==> src/rtl/axis_pkg.sv <==
// Shared pixel-group layout, frame geometry and packer FSM states.
// Also consumed by the frame-fetch cell controller.
package axis_pkg;

    localparam int PIX_W        = 8;
    localparam int PG_PIX       = 32;
    localparam int AXIS_TDATA_W = PIX_W * PG_PIX;

    localparam int FRAME_W      = 320;
    localparam int FRAME_H      = 240;
    localparam int FRAME_PGNUM  = FRAME_W * FRAME_H / PG_PIX;

    typedef enum logic [1:0] {
        ST_IDLE,
        ST_PACK,
        ST_HOLD
    } pk_state_e;

    // Counter width that never collapses to zero bits.
    function automatic int clog2_min1(input int v);
        return (v <= 1) ? 1 : $clog2(v);
    endfunction

endpackage

==> src/rtl/axis_out_reg.sv <==
// Single-entry AXI-Stream output register: loads a beat when free and holds
// data/last/dest stable while the downstream stalls.
module axis_out_reg #(
    parameter int DATA_W = 256,
    parameter int DEST_W = 1
) (
    input  logic              clk,
    input  logic              rst,
    input  logic              i_load,
    input  logic [DATA_W-1:0] i_data,
    input  logic              i_last,
    input  logic [DEST_W-1:0] i_dest,
    input  logic              i_tready,
    output logic              o_free,
    output logic              o_tvalid,
    output logic [DATA_W-1:0] o_tdata,
    output logic              o_tlast,
    output logic [DEST_W-1:0] o_tdest
);

    logic              r_tvalid;
    logic [DATA_W-1:0] r_tdata;
    logic              r_tlast;
    logic [DEST_W-1:0] r_tdest;

    always_ff @(posedge clk or posedge rst) begin
        if (rst) begin
            r_tvalid <= 1'b0;
            r_tdata  <= '0;
            r_tlast  <= 1'b0;
            r_tdest  <= '0;
        end else if (i_load) begin
            r_tvalid <= 1'b1;
            r_tdata  <= i_data;
            r_tlast  <= i_last;
            r_tdest  <= i_dest;
        end else if (i_tready) begin
            r_tvalid <= 1'b0;
        end
    end

    // A beat may load on the same edge the current one hands off.
    assign o_free   = !r_tvalid || i_tready;
    assign o_tvalid = r_tvalid;
    assign o_tdata  = r_tdata;
    assign o_tlast  = r_tlast;
    assign o_tdest  = r_tdest;

endmodule

==> src/rtl/axis_pixel_packer.sv <==
// Packs a raster pixel stream into PG_PIX-pixel AXI-Stream beats, tlast per
// frame, with tdest rotating round-robin across IP_AMT image processors.
module axis_pixel_packer #(
    parameter int PIX_W        = axis_pkg::PIX_W,
    parameter int PG_PIX       = axis_pkg::PG_PIX,
    parameter int AXIS_TDATA_W = PIX_W * PG_PIX,
    parameter int AXIS_TKEEP_W = AXIS_TDATA_W / 8,
    parameter int FRAME_W      = axis_pkg::FRAME_W,
    parameter int FRAME_H      = axis_pkg::FRAME_H,
    parameter int FRAME_PGNUM  = FRAME_W * FRAME_H / PG_PIX,
    parameter int IP_AMT       = 1,
    parameter int AXIS_TID_W   = 2,
    parameter int AXIS_TID_VAL = 0,
    parameter int AXIS_TDEST_W = (IP_AMT > 1) ? $clog2(IP_AMT) : 1
) (
    input  logic                    clk,
    input  logic                    rst,
    input  logic [PIX_W-1:0]        pix_data_i,
    input  logic                    pix_sof_i,
    input  logic                    pix_valid_i,
    output logic                    pix_ready_o,
    output logic [AXIS_TID_W-1:0]   m_tid_o,
    output logic [AXIS_TDEST_W-1:0] m_tdest_o,
    output logic [AXIS_TDATA_W-1:0] m_tdata_o,
    output logic [AXIS_TKEEP_W-1:0] m_tkeep_o,
    output logic [AXIS_TKEEP_W-1:0] m_tstrb_o,
    output logic                    m_tlast_o,
    output logic                    m_tvalid_o,
    input  logic                    m_tready_i,
    output logic                    frame_done_o,
    output logic                    sof_err_o
);

    import axis_pkg::pk_state_e;
    import axis_pkg::ST_IDLE;
    import axis_pkg::ST_PACK;
    import axis_pkg::ST_HOLD;
    import axis_pkg::clog2_min1;

    localparam int PC_W = clog2_min1(PG_PIX);
    localparam int BC_W = clog2_min1(FRAME_PGNUM);
    localparam logic [PC_W-1:0]         PC_LAST  = PC_W'(PG_PIX - 1);
    localparam logic [BC_W-1:0]         BC_LAST  = BC_W'(FRAME_PGNUM - 1);
    localparam logic [AXIS_TDEST_W-1:0] IDX_LAST = AXIS_TDEST_W'(IP_AMT - 1);

    pk_state_e r_state, w_nxt_state;

    logic [PG_PIX-1:0][PIX_W-1:0] r_acc;
    logic [PG_PIX-1:0][PIX_W-1:0] w_group;
    logic [PC_W-1:0]              r_pix_cnt;
    logic [BC_W-1:0]              r_beat_cnt;
    logic [AXIS_TDEST_W-1:0]      r_frame_idx;
    logic                         r_sof_err;

    logic w_ready, w_acc, w_free, w_pix_last, w_beat_last;
    logic w_load, w_pix_we, w_restart, w_sof_err;

    assign w_ready     = !rst && (r_state != ST_HOLD);
    assign w_acc       = pix_valid_i && w_ready;
    assign w_pix_last  = (r_pix_cnt == PC_LAST);
    assign w_beat_last = (r_beat_cnt == BC_LAST);

    // In PACK the closing pixel bypasses the accumulator; in HOLD it is full.
    assign w_group = (r_state == ST_HOLD) ? r_acc : {pix_data_i, r_acc[PG_PIX-2:0]};

    always_ff @(posedge clk or posedge rst) begin
        if (rst) r_state <= ST_IDLE;
        else     r_state <= w_nxt_state;
    end

    always_comb begin
        w_nxt_state = r_state;
        w_load      = 1'b0;
        w_pix_we    = 1'b0;
        w_restart   = 1'b0;
        w_sof_err   = 1'b0;
        case (r_state)
            ST_IDLE: begin
                if (w_acc && pix_sof_i) begin
                    w_restart   = 1'b1;
                    w_nxt_state = ST_PACK;
                end
            end
            ST_PACK: begin
                if (w_acc) begin
                    if (pix_sof_i && (r_pix_cnt != '0 || r_beat_cnt != '0)) begin
                        w_restart = 1'b1;
                        w_sof_err = 1'b1;
                    end else begin
                        w_pix_we = 1'b1;
                        if (w_pix_last) begin
                            if (w_free) begin
                                w_load = 1'b1;
                                if (w_beat_last) w_nxt_state = ST_IDLE;
                            end else begin
                                w_nxt_state = ST_HOLD;
                            end
                        end
                    end
                end
            end
            ST_HOLD: begin
                if (w_free) begin
                    w_load      = 1'b1;
                    w_nxt_state = w_beat_last ? ST_IDLE : ST_PACK;
                end
            end
            default: w_nxt_state = ST_IDLE;
        endcase
    end

    always_ff @(posedge clk or posedge rst) begin
        if (rst) begin
            r_acc       <= '0;
            r_pix_cnt   <= '0;
            r_beat_cnt  <= '0;
            r_frame_idx <= '0;
            r_sof_err   <= 1'b0;
        end else begin
            r_sof_err <= w_sof_err;
            // A restart abandons the partial group; stale slots get overwritten.
            if (w_restart) begin
                r_acc[0]   <= pix_data_i;
                r_pix_cnt  <= PC_W'(1);
                r_beat_cnt <= '0;
            end else if (w_pix_we) begin
                r_acc[r_pix_cnt] <= pix_data_i;
                r_pix_cnt        <= w_pix_last ? '0 : r_pix_cnt + PC_W'(1);
            end
            if (w_load) begin
                if (w_beat_last) begin
                    r_beat_cnt  <= '0;
                    r_frame_idx <= (r_frame_idx == IDX_LAST) ? '0 : r_frame_idx + AXIS_TDEST_W'(1);
                end else begin
                    r_beat_cnt <= r_beat_cnt + BC_W'(1);
                end
            end
        end
    end

    axis_out_reg #(
        .DATA_W (AXIS_TDATA_W),
        .DEST_W (AXIS_TDEST_W)
    ) u_out_reg (
        .clk      (clk),
        .rst      (rst),
        .i_load   (w_load),
        .i_data   (w_group),
        .i_last   (w_beat_last),
        .i_dest   (r_frame_idx),
        .i_tready (m_tready_i),
        .o_free   (w_free),
        .o_tvalid (m_tvalid_o),
        .o_tdata  (m_tdata_o),
        .o_tlast  (m_tlast_o),
        .o_tdest  (m_tdest_o)
    );

    assign pix_ready_o  = w_ready;
    assign m_tid_o      = AXIS_TID_W'(AXIS_TID_VAL);
    assign m_tkeep_o    = '1;
    assign m_tstrb_o    = '1;
    assign frame_done_o = m_tvalid_o && m_tready_i && m_tlast_o;
    assign sof_err_o    = r_sof_err;

endmodule

==> config.mk <==
export PLATFORM = sky130hd
export DESIGN_NAME = axis_pixel_packer
export DESIGN_NICKNAME = d
export VERILOG_FILES = /design/src/rtl/axis_pkg.sv /design/src/rtl/axis_out_reg.sv /design/src/rtl/axis_pixel_packer.sv
export SDC_FILE = /design/constraint.sdc
export NUM_CORES = 1
export LEC_CHECK = 0
export BUFFER_PORTS_ARGS = -buffer_cell sky130_fd_sc_hd__buf_2
export CAP_MARGIN = 0
export CORE_MARGIN = 2
export CORE_UTILIZATION = 40
export CTS_BUF_LIST = sky130_fd_sc_hd__clkbuf_4 sky130_fd_sc_hd__clkbuf_8
export CTS_CLUSTER_DIAMETER = 100
export DETAILED_ROUTE_END_ITERATION = 8
export HOLD_SLACK_MARGIN = 0.15
export PLACE_DENSITY = 0.71
export SLEW_MARGIN = 30
export SYNTH_ARGS = -nofsm -noshare
export SYNTH_HDL_FRONTEND = slang
export SYNTH_SLANG_ARGS = --single-unit
==> constraint.sdc <==
create_clock -name clk -period 19.8 [get_ports clk]
set_clock_uncertainty 0.2 [all_clocks]
set_input_delay 1.98 -clock clk [delete_from_list [all_inputs] [get_ports clk]]
set_output_delay 1.98 -clock clk [all_outputs]
set_load 0.02 [all_outputs]
==> impl_metrics.tcl <==
set metrics [dict create \
    status "finished, final reports clean" \
    drive_above_1_share_pct 33.1 \
    ant_nets 0 \
    start_util_pct 40.4 \
    drc 0 \
    cts_root_buffer "clkbuf_8" \
    netlist.area_leader.share_pct 61.5 \
    gp_congestion 0.765 \
    io_buffers 273 \
    synth.area.top_cells "dfrtp_1 (61%), nand2_1 (13%), mux2_2 (10%), mux2_4 (3.9%), buf_4 (2.4%)" \
    cp_slowest_cell "buf_4" \
    clk_pin_slew_worst_paths_ns 0.06 \
    min_period_ns 4.68 \
    relSlewSlack_pct 30.8 \
    grt_usage_pct 19.1 \
    tritoncts "built" \
    grt_pass1_wl_mm 83.6 \
    hold_end "u_out_reg.o_tdata[118]$_DFFE_PP0P_" \
    rr_startpoint "r_state[0]$_DFFE_PP0P_" \
    syn_area_per_cell_um2 11.5 \
    core.rowCount 85 \
    synth_edf_count 0 \
    yosys_register_bits 534 \
    min_path_cells 2 \
    final_util_pct 47.2 \
    first_pass_iters 5 \
    max_freq_mhz 214 \
    r2r_setup_slack_ns 15.58 \
    ys_types 59 \
    grt.overflow.total 0 \
    wl_met3_mm 2.81 \
    highest-signal-layer "met4" \
    dieArea_um2 56200 \
    setup_tns_ns 0 \
    die_y_um 237 \
    rsz0062_at_grt "false" \
    fin_crit_sh_pct 23.6 \
    hold_buffers 0 \
    multi_input_area_um2 7630 \
    start_kind "primary input" \
    finalMaxSlewViolations 0 \
    synth_area_um2 21700 \
    core_region_area_um2 53800 \
    regToRegEndpoint "u_out_reg.o_tdata[251]$_DFFE_PP0P_" \
    worstPathRequired_ns 20.09 \
    holdWs_ns 0.258 \
    dp_hpwl_mm 31.9 \
    htree_levels 3 \
    cp_cell_sequence "buf_2 -> and4b_1 -> o211ai_1 -> or2_4 -> buf_4 -> buf_4 -> o21ai_0" \
    grt_pass1_vias 14600 \
    setup_viol 0 \
    endpoint_kind "flip-flop" \
    min-delay-start "r_acc[118]$_DFFE_PP0P_" \
    power_density_nw_per_um2 94.5 \
    hold_viol_final 0 \
    yosysWarnings 0 \
    min_path_type "flip-flop to flip-flop" \
    vias_per_cell 4.87 \
    tightest_slew_ns 1.04 \
    netlist_instances 1888 \
    antenna_found_initial 1 \
    num_vias 14200 \
    fill_cells 4820 \
    yosysTopAreaCell "dfrtp_1" \
    post_cts_resized 0 \
    antenna-diode-count 0 \
    arrival_ns 4.97 \
    die_x_um 237 \
    crit_type "primary input to flip-flop" \
    synth.most_common_cell "nand2_1" \
    irDropWorstVdd_v 0.0000501 \
    nNetsFinal 2187 \
    cts_buffers 88 \
    wl_met1_mm 24.7 \
    maxCapViolations 0 \
    place_inst 2768 \
    crit_path_frequent_cell "buf_4" \
    seq_area_um2 13400 \
    worst_slack_ns 15.12 \
    clock_latency_ns 0.66 \
    grt_start_max_net_pins 172 \
    yosysSeqAreaShare_pct 61.5 \
    cts.path.max_buffers 3 \
    reg2reg_depth 8 \
    cts.sinks 534 \
    routed_wirelength_mm 53.3 \
    synth_top_flop_cell "dfrtp_1" \
    dp_slack_ns 14.47 \
    syn2layout_area_growth_pct 16.8 \
    wl_met2_mm 24.7 \
    async_flop_share_pct 100 \
    wl_per_cell_um 18.3 \
    leakage_nw 14.5 \
    top_level_ports 341 \
    postCtsSetupRepairBufs 0 \
    synth_common_cells "nand2_1 (764), dfrtp_1 (534), mux2_2 (201), buf_4 (69), mux2_4 (56)" \
    crit_path_max_incr_delay_ns 0.68 \
    drtIter0Drc 795 \
    finalNonFillerCells 2918 \
    cp_max_fo 68 \
]
==> metrics by stage <==
stage / total power (W) / area, um2
final: 0.00240 / 25400
after detailed placement: 0.00138 / 23400
after global placement: 0.00137 / 23400
after floorplan: 0.00133 / 22000
after global routing: 0.00250 / 25400
after CTS: 0.00243 / 25300
==> cell usage in the layout, fill, tap and decap left out, drive strengths merged, types with 3 or more instances in the layout <==
cell type	netlist	routed
xnor2	3	3
bufinv	0	5
a22o	8	8
inv	9	8
clkinv	0	13
nand2	764	764
nor3b	3	3
dfrtp	534	534
nor4	3	3
nor2	12	12
clkbuf	48	131
mux2i	9	9
a221o	6	6
mux2	258	258
nand3	32	32
nand2b	4	4
ha	11	11
o21ai	12	12
nor4b	3	3
conb	2	67
and3	12	12
nor3	7	7
buf	121	289
==> layout make-up <==
cell class | instances | area share [%]
clock buffer | 131 | 6.61
tap | 696 | 3.43
clock inverter | 18 | 0.873
inverter | 9 | 0.182
timing repair buffer | 289 | 6.18
multi-input combinational | 1241 | 30.1
sequential | 534 | 52.7
==> logic make-up after synthesis <==
kind of cell / Yosys count / synth area share [%]
simple gates: 852 / 16.9
mux: 267 / 14.8
buf+inv: 178 / 4.64
flops: 534 / 61.5
fa+ha+maj: 11 / 0.633
compound gates: 39 / 1.36
xor+xnor: 5 / 0.202
other cells: 2 / 0.0346
==> worst max path at each step <==
stage	startpoint	to	depth (start not counted)
global route	rst	u_out_reg.o_tdata[252]$_DFFE_PP0P_	7
global placement	rst	u_out_reg.o_tdata[252]$_DFFE_PP0P_	7
floorplan	rst	r_acc[0]$_DFFE_PP0P_	1
detailed placement	rst	u_out_reg.o_tdata[251]$_DFFE_PP0P_	7
CTS	rst	u_out_reg.o_tdata[251]$_DFFE_PP0P_	7
finish	rst	u_out_reg.o_tdata[251]$_DFFE_PP0P_	7
==> metal layers <==
layer / track usage (%) / vias up
met2: 30.1 / 389
met3: 3.68 / 79
met4: 6.48 / 0
met5: 0 / -
met1: 26.7 / 7218
li1: - / 6513
==> worst max-delay path: cells and delay by family <==
| family | cells | cell delay [ns] |
|---|---|---|
| buf+inv | 3 | 1.51 |
| simple gates | 2 | 0.77 |
| compound gates | 2 | 0.60 |
==> state kept, by name, summed over array words and instances, names as in the netlist <==
| register | cells |
|---|---|
| r_acc | 256 |
| u_out_reg.o_tdata | 256 |
| r_beat_cnt | 12 |
| r_pix_cnt | 5 |
| r_state | 2 |
| sof_err_o | 1 |
| u_out_reg.o_tlast | 1 |
| u_out_reg.o_tvalid | 1 |
==> report_power, final <==
| part | total (W) | internal, W | switching, W |
|---|---|---|---|
| logic | 0.000191 | 0.0000639 | 0.000127 |
| clock network | 0.00104 | 0.000604 | 0.000437 |
| registers | 0.00116 | 0.00114 | 0.0000278 |
| total | 0.00240 | 0.00181 | 0.000592 |
Note: power is estimated with default switching activity, not from simulation.
